**config.mk**
```make
export PLATFORM = sky130hd
export DESIGN_NAME = pulse_gen_multi
export DESIGN_NICKNAME = d
export VERILOG_FILES = /design/src/rtl/pulse_gen_multi.sv
export SDC_FILE = /design/constraint.sdc
export NUM_CORES = 1
export LEC_CHECK = 0
export CAP_MARGIN = 20
export CORE_ASPECT_RATIO = 1.5
export CORE_MARGIN = 2
export CORE_UTILIZATION = 30
export CTS_CLUSTER_DIAMETER = 30
export CTS_CLUSTER_SIZE = 30
export DETAILED_ROUTE_END_ITERATION = 10
export PLACE_DENSITY = 0.54
export SLEW_MARGIN = 20
export SYNTH_ARGS = -nofsm -noshare
export SYNTH_HDL_FRONTEND = slang
export SYNTH_SLANG_ARGS = --single-unit
```
**constraint.sdc**
```tcl
create_clock -name clk -period 3.7 [get_ports clk]
set_input_delay 0.37 -clock clk [delete_from_list [all_inputs] [get_ports clk]]
set_output_delay 0.37 -clock clk [all_outputs]
set_load 0.05 [all_outputs]
```
**src/rtl/pulse_gen_multi.sv**
```systemverilog
// pulse_gen_multi: per-channel one-shot/retriggerable/periodic pulse generator; shared cfg write port (cfg_we/cfg_ch/cfg_mode/cfg_period/cfg_width), per-channel trigger in, pulse_out and busy out
module pulse_gen_multi #(
  parameter int CHANNELS = 4,
  parameter int CNT_W = 8,
  localparam int CH_W = CHANNELS > 1 ? $clog2(CHANNELS) : 1
) (
  input  logic                clk,
  input  logic                rst,
  input  logic                cfg_we,
  input  logic [CH_W-1:0]     cfg_ch,
  input  logic [1:0]          cfg_mode,
  input  logic [CNT_W-1:0]    cfg_period,
  input  logic [CNT_W-1:0]    cfg_width,
  input  logic [CHANNELS-1:0] trigger,
  output logic [CHANNELS-1:0] pulse_out,
  output logic [CHANNELS-1:0] busy
);
  for (genvar c = 0; c < CHANNELS; c++) begin : g_ch
    logic [1:0] mode_q, mode_d;
    logic [CNT_W-1:0] period_q, period_d, width_q, width_d, cnt_q, cnt_d;
    logic busy_q, busy_d, pulse_q, pulse_d, wr, start;
    always_comb begin
      wr = cfg_we && cfg_ch == CH_W'(c);
      start = trigger[c] && (mode_q == 2'b10 ? period_q != '0 && !busy_q
                                             : mode_q != 2'b00 && width_q != '0 && (!busy_q || mode_q == 2'b11));
      mode_d = wr ? cfg_mode : mode_q;
      period_d = wr ? cfg_period : period_q;
      width_d = wr ? cfg_width : width_q;
      cnt_d = wr || start ? '0 : !busy_q ? cnt_q : mode_q == 2'b10 && cnt_q == period_q - 1'b1 ? '0 : cnt_q + 1'b1;
      busy_d = !wr && (start || (busy_q && (mode_q == 2'b10 || cnt_d < width_q)));
      pulse_d = busy_d && cnt_d < width_q;
    end
    always_ff @(posedge clk or posedge rst) begin
      if (rst) begin
        mode_q <= '0;
        period_q <= '0;
        width_q <= '0;
        cnt_q <= '0;
        busy_q <= 1'b0;
        pulse_q <= 1'b0;
      end else begin
        mode_q <= mode_d;
        period_q <= period_d;
        width_q <= width_d;
        cnt_q <= cnt_d;
        busy_q <= busy_d;
        pulse_q <= pulse_d;
      end
    end
    assign pulse_out[c] = pulse_q;
    assign busy[c] = busy_q;
  end
endmodule

```
Yosys cells after proc, flatten, opt, wreduce, memory -nomap -nowiden

Cells that the tools add are included.
Widths: inputs -> output; s select.

Bits in registers: 112
Latch bits: 0
Bits in writable memories: 0
Memory bits (read-only): 0
Output and inout port bits: 8
Word-level logic and storage cells: 140
Memories kept: 0

Add/subtract/negate cells: 8
Multiply operators: 0
Divide/modulo/power cells: 0
$lt $le $gt $ge: 4
Equality and inequality tests: 15
Shift operators: 0
Muxes and demuxes: 16
Bitwise operators: 0
Reduce and logical (&&, ||, !) cells: 73

Operator list:

| cell                | number |
|---|---|
| $mux 8              | 12 |
| $reduce_bool 8->1   | 8 |
| $logic_and 1x1->1   | 36 |
| $add 8x1->8 const B | 4 |
| $eq 8x8->1          | 4 |
| $lt 8x8->1          | 4 |
| $sub 8x1->8 const B | 4 |
| $eq 2x2->1 const B  | 10 |
| $logic_or 1x1->1    | 16 |
| $logic_not 1->1     | 8 |
| $reduce_bool 2->1   | 4 |
| $mux 1              | 4 |
| $eq 2x1->1 const B  | 1 |
| $logic_not 2->1     | 1 |

Logic depth before layout (Yosys ltp)

Word-level depth: 13
Depth in mapped cells: 15
Mapped depth without buffers: 15

Least setup slack after synthesis

Ideal clock, no wire load.

Kind: reg-to-reg
Start: reg g_ch[1].period_q[0]
End: reg g_ch[1].busy_q
Setup time: 0.067 ns
Arrival: 3.128 ns
Required time: 3.633 ns
Path slack: 0.506 ns
Stages on the path, launching flop included: 14
Buffers on the path: 0
Clock period less this slack: 3.194 ns
Cell sequence: dfrtp_1 -> inv_1 -> ha_1 -> or4_1 -> a211oi_2 -> nor3_2 -> o21bai_4 -> nor2_1 -> ha_1 -> a21o_1 -> a21o_1 -> a221oi_1 -> o211a_1 -> a221o_1

Longest elaborated chain between the ends: 11

RTL lines:

| what                                             | RTL line | source |
|---|---|---|
| start, declared                                  | 20       | `logic [CNT_W-1:0] period_q, period_d, width_q, width_d, cnt_q, cnt_d;` |
| start signal, assigned                           | 43       | `period_q <= period_d;` |
| $sub 8x1->8 or $reduce_bool 8->1 (tied branches) | 29, 24   |  |
| $eq 8x8->1 or $logic_and 1x1->1 (tied branches)  | 29, 24   |  |
| $logic_and 1x1->1 or $mux 1 (tied branches)      | 29, 24   |  |
| $mux 8 or $logic_and 1x1->1 (tied branches)      | 29, 24   |  |
| $mux 8 or $logic_or 1x1->1 (tied branches)       | 29       | `cnt_d = wr \|\| start ? '0 : !busy_q ? cnt_q : mode_q == 2'b10 && cnt_q == period_q - 1'b1 ? '0 : cnt_q + 1'b1;` |
| $mux 8 (*)                                       | 29       |  |
| named net g_ch[1].cnt_d[5]                       | 20       |  |
| $lt 8x8->1 (*)                                   | 30       | `busy_d = !wr && (start \|\| (busy_q && (mode_q == 2'b10 \|\| cnt_d < width_q)));` |
| $logic_or 1x1->1 (*)                             | 30       |  |
| $logic_and 1x1->1 (*)                            | 30       |  |
| $logic_or 1x1->1 (*)                             | 30       |  |
| $logic_and 1x1->1 (*)                            | 30       |  |
| named net g_ch[1].busy_d                         | 21       | `logic busy_q, busy_d, pulse_q, pulse_d, wr, start;` |
| end signal, assigned                             | 46       | `busy_q <= busy_d;` |
| end, declared                                    | 21       |  |

The timed path passes the listed nets; every way through them passes the cells marked *.
A chain may end at the register's enable or synchronous reset.

Worst setup path after layout

Start: reg g_ch[0].period_q[0]
End: reg g_ch[0].busy_q

Longest elaborated chain between the ends: 11

RTL lines:

| what                                             | RTL line |
|---|---|
| start, declared                                  | 20 |
| start signal, assigned                           | 43 |
| $sub 8x1->8 or $reduce_bool 8->1 (tied branches) | 29, 24 |
| $eq 8x8->1 or $logic_and 1x1->1 (tied branches)  | 29, 24 |
| $logic_and 1x1->1 or $mux 1 (tied branches)      | 29, 24 |
| $mux 8 or $logic_and 1x1->1 (tied branches)      | 29, 24 |
| $mux 8 or $logic_or 1x1->1 (tied branches)       | 29 |
| $mux 8 (*)                                       | 29 |
| named net g_ch[0].cnt_d[1]                       | 20 |
| $lt 8x8->1 (*)                                   | 30 |
| $logic_or 1x1->1 (*)                             | 30 |
| $logic_and 1x1->1 (*)                            | 30 |
| $logic_or 1x1->1 (*)                             | 30 |
| $logic_and 1x1->1 (*)                            | 30 |
| named net g_ch[0].busy_d                         | 21 |
| end signal, assigned                             | 46 |
| end, declared                                    | 21 |

Marked as above.

==> impl_metrics.env <==
export IMPL_outcome="completed"
export IMPL_fin_skew_ps=12.3
export IMPL_synth_nets=720
export IMPL_fin_cells=965
export IMPL_synth_edf_count=0
export IMPL_dr_total_vias=4825
export IMPL_hold_violations=0
export IMPL_synthCells=653
export IMPL_end_kind="flop"
export IMPL_min_period_over_period_pct=93.9
export IMPL_setup_viol_count_final=0
export IMPL_slew_violations=0
export IMPL_synth_top_flop_cell="dfrtp_1"
export IMPL_routedWlPerCell_um=16.6
export IMPL_drive_above_1_share_pct=16.1
export IMPL_hold_buffers=0
export IMPL_insertion_delay_ps=360
export IMPL_cts_buffers=9
export IMPL_fin_crit_ps=3470
export IMPL_syn_area_mm2=0.00670
export IMPL_ys_async_sr_fraction_pct=100
export IMPL_critPathLaunchType="flop"
export IMPL_routed_wl_um=16000
export IMPL_io_pins=35
export IMPL_cp_arrival_ps=3730
export IMPL_ant_nets=0
export IMPL_grt_max_degree=60
export IMPL_grt_usage_pct=13.9
export IMPL_gp_congestion=0.806
export IMPL_place_inst=949
export IMPL_cts_reportedPaths_clkPinSlew_ps=80
export IMPL_syn_area_per_cell_um2=10.3
export IMPL_via_per_inst=5.00
export IMPL_p_per_area_mw_per_mm2=580
export IMPL_coreArea_mm2=0.0221
export IMPL_cap_violations=0
export IMPL_n_antenna_cell=0
export IMPL_cts_setup_buffers=0
export IMPL_clkSinkCount=112
export IMPL_muxShareOfSynthArea_pct=11.0
export IMPL_htreeDepth=3
export IMPL_first_pass_iters=4
export IMPL_clockRootBuffer="clkbuf_16"
export IMPL_yosys_area_share_adder_pct=7.62
export IMPL_overflow=0
export IMPL_grt_setup_unrepaired="no"
export IMPL_grt_pass1_wl_um=26000
export IMPL_worst_pin_slew_ps=713
export IMPL_power_leakage_nw=3.42
export IMPL_synth_compound_area_share_pct=10.1
export IMPL_synth_top_family_by_area="simple AND/OR/NAND/NOR gates"
export IMPL_start_util_pct=30.3
export IMPL_antenna_found_initial=0
export IMPL_die_h_um=187
export IMPL_area_growth_pct=14.8
export IMPL_crit_type="flop to flop"
export IMPL_hpwl_um=12100
export IMPL_ir_drop_v=0.000269
export IMPL_cp_data_required_time_ps=3950
export IMPL_timing_setup_tns_ps=0
export IMPL_synth_seq_cells=112
export IMPL_hold_class="input port to async pin"
export IMPL_yosysWarnings=0
export IMPL_r2r_setup_slack_ps=230
export IMPL_grt_pass1_vias=5062
export IMPL_synth_xor_area_share_pct=8.76
export IMPL_num_rows=67
export IMPL_port_buffers=34
export IMPL_ys_seq_area_share_pct=41.8
export IMPL_yosysUniqueCellTypes=66
export IMPL_nNetsFinal=751
export IMPL_drt_iter0_drc=143
export IMPL_max_freq_ghz=0.288
export IMPL_cts_tree="built"
export IMPL_path_max_fanout=8
export IMPL_maxSlewHeadroom_pct=52.5
export IMPL_die_w_um=126
export IMPL_drc=0
export IMPL_synth_simple_area_share_pct=15.6
export IMPL_cts_buffer_depth=2
export IMPL_die_area_mm2=0.0236
==> worst paths after layout <==
path	end	startpoint	depth (start not counted)
worst max-delay path	g_ch[0].busy_q$_DFF_PP0_	g_ch[0].period_q[0]$_DFFE_PP0P_	13
worst min-delay path	g_ch[2].period_q[3]$_DFFE_PP0P_	rst	2
max in group asynchronous	g_ch[1].cnt_q[3]$_DFF_PP0_	rst	3
worst min register to register	g_ch[3].width_q[7]$_DFFE_PP0P_	g_ch[3].width_q[7]$_DFFE_PP0P_	1
min in group clk	g_ch[3].width_q[7]$_DFFE_PP0P_	g_ch[3].width_q[7]$_DFFE_PP0P_	1
worst max register to register	g_ch[0].busy_q$_DFF_PP0_	g_ch[0].period_q[0]$_DFFE_PP0P_	13
==> layer usage <==
| layer | GRT usage (%) | part of all wire, % |
|---|---|---|
| met5 | 0 | 0 |
| met2 | 25.7 | 54 |
| met3 | 1.66 | 1.8 |
| met1 | 16.3 | 42 |
| met4 | 5.07 | 2.3 |
==> cell families after synthesis <==
kind of cell / after synthesis
buffers and inverters: 81
adder cells (fa/ha/maj): 41
flip-flops: 112
AND/OR/NAND/NOR: 192
XOR/XNOR: 67
AO/OA/AOI/OAI: 94
multiplexers: 66
==> final cells by class <==
cell class | count | area [um^2]
inverters | 55 | 209
clock buffers | 14 | 284
well taps | 276 | 345
clock inverters | 2 | 35.0
multi-input cells | 460 | 3570
flip-flops and latches | 112 | 2800
repair buffers | 46 | 443
fillers | 2308 | 14400
==> where the power goes <==
group / leakage [nW] / switching [mW] / internal [mW]
registers: 1.37 / 0.336 / 1.48
clock network: 0.159 / 0.445 / 0.599
logic: 1.89 / 0.850 / 0.751
total: 3.42 / 1.63 / 2.83
==> sequential cells by signal, summed over array words and instances (netlist names) <==
name,flops
g_ch.period_q,32
g_ch.busy_q,4
g_ch.pulse_q,4
g_ch.mode_q,8
g_ch.width_q,32
g_ch.cnt_q,32
==> worst max-delay path: stages (launching register included) <==
cell and delay (ps):
dfrtp_1 400, inv_1 90, ha_1 280, o21ba_2 230
a221oi_1 280, a41oi_1 90, nor4_2 360, or2_4 220
nor2_1 70, ha_1 280, nor2b_1 130, a2111oi_0 480
o31ai_1 170, a311oi_1 280
==> cell usage in the layout (no fill, tap or decap), types with 15 or more instances in the layout <==
master	instances
nor2_1	53
xnor2_1	37
xor2_1	30
nand4_1	15
mux2_2	62
ha_1	40
clkdlybuf4s50_1	34
o21ai_0	25
dfrtp_1	112
nand2_1	32
inv_1	54
nand3_1	19
==> per-stage QoR <==
stage               area, um^2  util [%]  worst slack, ps  total power [mW]  hold slack, ps
floorplan                 6700         -              371              3.03             479
global placement          7360      33.3              177              3.44             491
detailed placement        7360      33.3              109              3.45             497
CTS                       7680      34.7              103              4.51             511
global route              7690      34.7             26.8              4.78             531
finish                    7690      34.7              225              4.46             476
==> timing repair <==
| item | 4_1_cts | 5_1_grt |
|---|---|---|
| hold endpoints to repair | 0 | 0 |
| resized for setup | 0 | 3 |
| endpoints found under the setup margin | 0 | 4 |
==> cell usage after synthesis, drive strengths merged (3+ instances only) <==
master / number / area [um^2]
dfrtp: 112 / 2800
mux2: 62 / 698
inv: 55 / 206
nor2: 53 / 199
ha: 40 / 500
xnor2: 37 / 324
nand2: 32 / 120
xor2: 30 / 263
o21ai: 29 / 145
nand3: 20 / 105
buf: 16 / 96.3
nand4: 15 / 93.8
a21oi: 14 / 70.1
nor3: 12 / 65.1
nor4: 12 / 111
clkbuf: 10 / 37.5
a21o: 9 / 67.6
and3: 7 / 43.8
nand3b: 7 / 52.6
nor2b: 7 / 43.8
a211oi: 6 / 50.1
mux2i: 4 / 40.0
or2: 4 / 27.5
or3: 4 / 30.0
or4: 4 / 33.8
a41oi: 3 / 26.3
nand2b: 3 / 18.8
nor3b: 3 / 22.5
nor4b: 3 / 26.3
o2111ai: 3 / 26.3
o211a: 3 / 30.0
No activity file was read; power rests on OpenSTA's default activity.
